### config.mk
export PLATFORM = sky130hd
export DESIGN_NAME = seq_mult_hs
export DESIGN_NICKNAME = d
export VERILOG_FILES = /design/src/rtl/seq_mult_hs.sv
export SDC_FILE = /design/constraint.sdc
export NUM_CORES = 1
export LEC_CHECK = 0
export CAP_MARGIN = 20
export CORE_MARGIN = 2
export CORE_UTILIZATION = 23
export DETAILED_ROUTE_END_ITERATION = 10
export GPL_TIMING_DRIVEN = 0
export PLACE_DENSITY = 0.52
export SYNTH_ARGS = -nofsm -noshare
export SYNTH_HDL_FRONTEND = slang
export SYNTH_SLANG_ARGS = --single-unit
### constraint.sdc
create_clock -name clock -period 2.5 [get_ports clock]
set_clock_uncertainty 0.15 [all_clocks]
set_input_delay 0.625 -clock clock [delete_from_list [all_inputs] [get_ports clock]]
set_output_delay 0.625 -clock clock [all_outputs]
set_load 0.02 [all_outputs]
### src/rtl/seq_mult_hs.sv
// Radix-2 shift-add sequential multiplier with valid/ready handshakes on both sides.
// Supports runtime signed (two's complement) or unsigned operands; one step per clock.
module seq_mult_hs #(
    parameter int WA = 8,
    parameter int WB = 8
) (
    input  logic             clock,
    input  logic             reset,
    input  logic             in_valid,
    output logic             in_ready,
    input  logic             signed_mode,
    input  logic [WA-1:0]    a,
    input  logic [WB-1:0]    b,
    output logic             out_valid,
    input  logic             out_ready,
    output logic [WA+WB-1:0] product,
    output logic             busy
);

    localparam int CW = (WB > 1) ? $clog2(WB) : 1;

    typedef enum logic [1:0] {IDLE, BUSY, DONE} state_t;

    state_t         state_q, state_d;
    logic [WA-1:0]  mult_q, mult_d;
    logic [WA:0]    hi_q, hi_d;
    logic [WB-1:0]  lo_q, lo_d;
    logic           signedMode_q, signedMode_d;
    logic [CW-1:0]  count_q, count_d;

    logic [WA:0]    multExt;
    logic [WA:0]    stepSum;
    logic           lastStep;

    always_ff @(posedge clock or posedge reset) begin
        if (reset) begin
            state_q      <= IDLE;
            mult_q       <= '0;
            hi_q         <= '0;
            lo_q         <= '0;
            signedMode_q <= 1'b0;
            count_q      <= '0;
        end else begin
            state_q      <= state_d;
            mult_q       <= mult_d;
            hi_q         <= hi_d;
            lo_q         <= lo_d;
            signedMode_q <= signedMode_d;
            count_q      <= count_d;
        end
    end

    // The multiplier MSB carries negative weight in signed mode, so the last step subtracts.
    always_comb begin
        multExt  = signedMode_q ? {mult_q[WA-1], mult_q} : {1'b0, mult_q};
        lastStep = (count_q == CW'(WB - 1));
        if (!lo_q[0])
            stepSum = hi_q;
        else if (signedMode_q && lastStep)
            stepSum = hi_q - multExt;
        else
            stepSum = hi_q + multExt;
    end

    always_comb begin
        state_d      = state_q;
        mult_d       = mult_q;
        hi_d         = hi_q;
        lo_d         = lo_q;
        signedMode_d = signedMode_q;
        count_d      = count_q;
        unique case (state_q)
            IDLE: begin
                if (in_valid) begin
                    mult_d       = a;
                    hi_d         = '0;
                    lo_d         = b;
                    signedMode_d = signed_mode;
                    count_d      = '0;
                    state_d      = BUSY;
                end
            end
            BUSY: begin
                // Unsigned mode keeps the sum's carry bit; signed mode replicates the sign.
                hi_d    = {signedMode_q & stepSum[WA], stepSum[WA:1]};
                lo_d    = {stepSum[0], lo_q[WB-1:1]};
                count_d = count_q + 1'b1;
                if (lastStep)
                    state_d = DONE;
            end
            DONE: begin
                if (out_ready)
                    state_d = IDLE;
            end
            default: state_d = IDLE;
        endcase
    end

    assign in_ready  = (state_q == IDLE) && !reset;
    assign out_valid = (state_q == DONE);
    assign busy      = (state_q == BUSY);
    assign product   = {hi_q[WA-1:0], lo_q};

endmodule

==> flow_metrics.py <==
metrics = {
    "layout": {
        "area_delta_synth_final_pct": 44.2,
        "finish.instance_area_um2": 2730,
        "fill_cells": 862,
        "diodes": 0,
        "fin_nets": 312,
        "final_cells": 385,
        "drive_gt1_share_pct": 18.2,
    },
    "run_status": {
        "status": "finished with violations",
        "violations": "setup timing",
    },
    "clock_tree": {
        "clockBufferDepth": 2,
        "clk_latency_ns": 0.28,
        "clk_pin_slew_ns": 0.07,
        "cts_sinks": 31,
        "root_buffer": "clkbuf_8",
        "htreeDepth": 2,
        "cts_buffers": 5,
        "cts_tree": "built",
        "cts_hold_buf": 0,
    },
    "logic_synthesis": {
        "async_flop_share_pct": 100,
        "ys_types": 34,
        "ys_ff_latch": 31,
        "synthCells": 226,
        "synth.largest_area_cell": "dfrtp_1",
        "syn-cell-area_um2": 1890,
        "synthFlopType": "dfrtp_1",
        "yosysSeqAreaShare_pct": 41.0,
        "netlist_top_cells_area": "dfrtp_1, nand2_1, ha_1",
        "yosysWarnings": 0,
        "synth-edff-count": 0,
        "post_synth.cell_area_avg_um2": 8.38,
        "synth_most_common_cell": "nand2_1",
        "synthTopCellsByCount": "nand2_1, dfrtp_1, nor2_1",
        "synth_top_area_share_pct": 41.0,
        "syn_nets": 259,
    },
    "drt": {
        "vias": 1647,
        "viasPerCell": 4.28,
        "drt-total-wl_um": 4900,
        "ant_nets": 0,
        "drc": 0,
        "drt_iter0_markers": 39,
        "dr.pass1.iters": 4,
        "wl_per_cell_um": 12.7,
    },
    "sta": {
        "maxClockFrequency_mhz": 362,
        "relSlewSlack_pct": 60.3,
        "finalCriticalPeriod_ns": 2.76,
        "worst_slew_pin_slew_ns": 0.595,
        "tns_ns": -0.615,
        "setup_viol": 4,
        "hold_violations": 0,
        "fin_ws_ns": -0.259,
        "drv_slew": 0,
        "rsz0062_at_grt": "true",
        "whs_ns": 0.368,
        "period_share_pct": 110,
    },
    "worst_hold_path": {
        "hold_path.class": "reg -> reg",
    },
    "power_and_ir_drop": {
        "ir_drop_mv": 0.452,
        "power_per_cell_area_nw_per_um2": 1630,
        "leakagePower_nw": 1.23,
    },
    "placement": {
        "gp_congestion": 0.730,
        "placedCellCount": 371,
        "placedInstanceArea_um2": 2470,
        "hpwl_um": 3760,
        "place_ws_ns": -0.310,
        "portBuffers": 39,
    },
    "floorplan": {
        "num_io_pins": 40,
        "chipHeight_um": 94.8,
        "rows": 33,
        "core_um2": 8090,
        "die_w_um": 94.8,
        "initial_utilization_pct": 23.4,
        "dieArea_um2": 8980,
    },
    "worst_setup_path": {
        "critPathKind": "reg -> reg",
        "cp.required_ns": 2.51,
        "worstReg2RegStart": "count_q[0]$_DFFE_PP0P_",
        "end_kind": "flop",
        "startpoint": "count_q[0]$_DFFE_PP0P_",
        "worstRegToRegCells": 11,
        "start_kind": "flop",
        "endpoint": "hi_q[8]$_DFFE_PP0P_",
        "r2r-end": "hi_q[8]$_DFFE_PP0P_",
        "arrival_ns": 2.77,
        "ff2ff_setup_slack_ns": -0.26,
        "cp_max_fo": 4,
    },
    "grt": {
        "grt_pass1_vias": 1695,
        "gr-total-overflow": 0,
        "grt_max_degree": 20,
        "grt.total_usage_pct": 12.0,
        "grt_antenna_before_repair": 0,
        "grt_pass1_wl_um": 8230,
    },
    "job": {
        "cap_violations": 0,
    },
}
where the power goes:
part           switching (mW)  leakage (nW)  total (mW)  internal, mW
registers               0.254         0.376        1.01         0.752
clock network           0.198        0.0612       0.520         0.323
logic                    1.50         0.795        2.94          1.44
total                    1.95          1.23        4.47          2.51
final cells by class:
| cell class | count | area, um^2 | share of cell area (%) |
|---|---|---|---|
| Multi-Input combinational cell | 168 | 1100 | 40.3 |
| Sequential cell | 31 | 776 | 28.4 |
| Timing Repair Buffer | 48 | 479 | 17.5 |
| Tap cell | 105 | 131 | 4.81 |
| Buffer | 16 | 91.3 | 3.34 |
| Clock buffer | 6 | 82.6 | 3.02 |
| Inverter | 9 | 36.3 | 1.33 |
| Clock inverter | 2 | 35.0 | 1.28 |
timing repair:
item | 4_1_cts | 5_1_grt
endpoints found under the hold margin | 0 | 0
pin swaps | 12 | 10
buffers inserted | 4 | 4
setup endpoints to repair | 8 | 8
gates resized for setup | 14 | 17
registers in the layout, indices dropped and copies added (netlist names):
register,count
signedMode_q,1
count_q,3
state_q,2
mult_q,8
lo_q,8
hi_q,9
cells in the final DEF (no fill, tap or decap), types with 5 or more instances in the layout:
cell type	instances
nand2_1	50
clkdlybuf4s50_1	37
dfrtp_1	31
nor2_1	16
buf_4	16
o21ai_1	11
a31oi_1	9
ha_1	8
inv_1	7
clkbuf_1	7
o21ai_0	6
xnor2_1	6
clkbuf_8	6
a21oi_1	5
xor2_1	5
metrics by stage:
| step | total power, mW | util [%] |
|---|---|---|
| finish | 4.47 | 33.8 |
| global route | 4.90 | 33.8 |
| CTS | 4.25 | 32.8 |
| detailed placement | 3.51 | 30.5 |
| global placement | 3.47 | 30.1 |
| floorplan | 2.77 | - |
how the worst min path moves through the flow:
stage | startpoint | to | cells after the start
5_1_grt | count_q[0]$_DFFE_PP0P_ | count_q[0]$_DFFE_PP0P_ | 1
3_3_place_gp | hi_q[8]$_DFFE_PP0P_ | hi_q[8]$_DFFE_PP0P_ | 2
3_5_place_dp | count_q[0]$_DFFE_PP0P_ | count_q[0]$_DFFE_PP0P_ | 1
2_1_floorplan | count_q[0]$_DFFE_PP0P_ | count_q[0]$_DFFE_PP0P_ | 1
6_report | hi_q[8]$_DFFE_PP0P_ | hi_q[8]$_DFFE_PP0P_ | 2
4_1_cts | count_q[0]$_DFFE_PP0P_ | count_q[0]$_DFFE_PP0P_ | 1
worst max-delay path, cell delays in order, from the launching register on:
cell	delay [ns]
dfrtp_1	0.40
ha_2	0.19
ha_4	0.18
and2_4	0.18
a21oi_4	0.13
xnor2_2	0.13
ha_1	0.27
a21o_1	0.17
o41a_1	0.38
mux2i_1	0.18
xnor2_1	0.16
o21ai_1	0.09
kinds of logic after synthesis:
family	count (synthesis)	synth area share, %
and+or+nand+nor	91	20.8
AOI/OAI and AO/OA	50	15.8
DFF	31	41.0
buffers and inverters	27	7.00
xor gates and xnor gates	12	5.55
adders and majority gates	12	8.32
muxes	3	1.59
routing by layer:
metal / vias up / part of all wire (%) / global-route usage [%]
met5: - / 0 / 0
met3: 4 / 3.3 / 2.39
met1: 751 / 46 / 15.1
met4: 0 / 1.2 / 3.99
met2: 28 / 49 / 20.4
li1: 864 / - / -
Note: power is estimated with default switching activity, not from simulation.
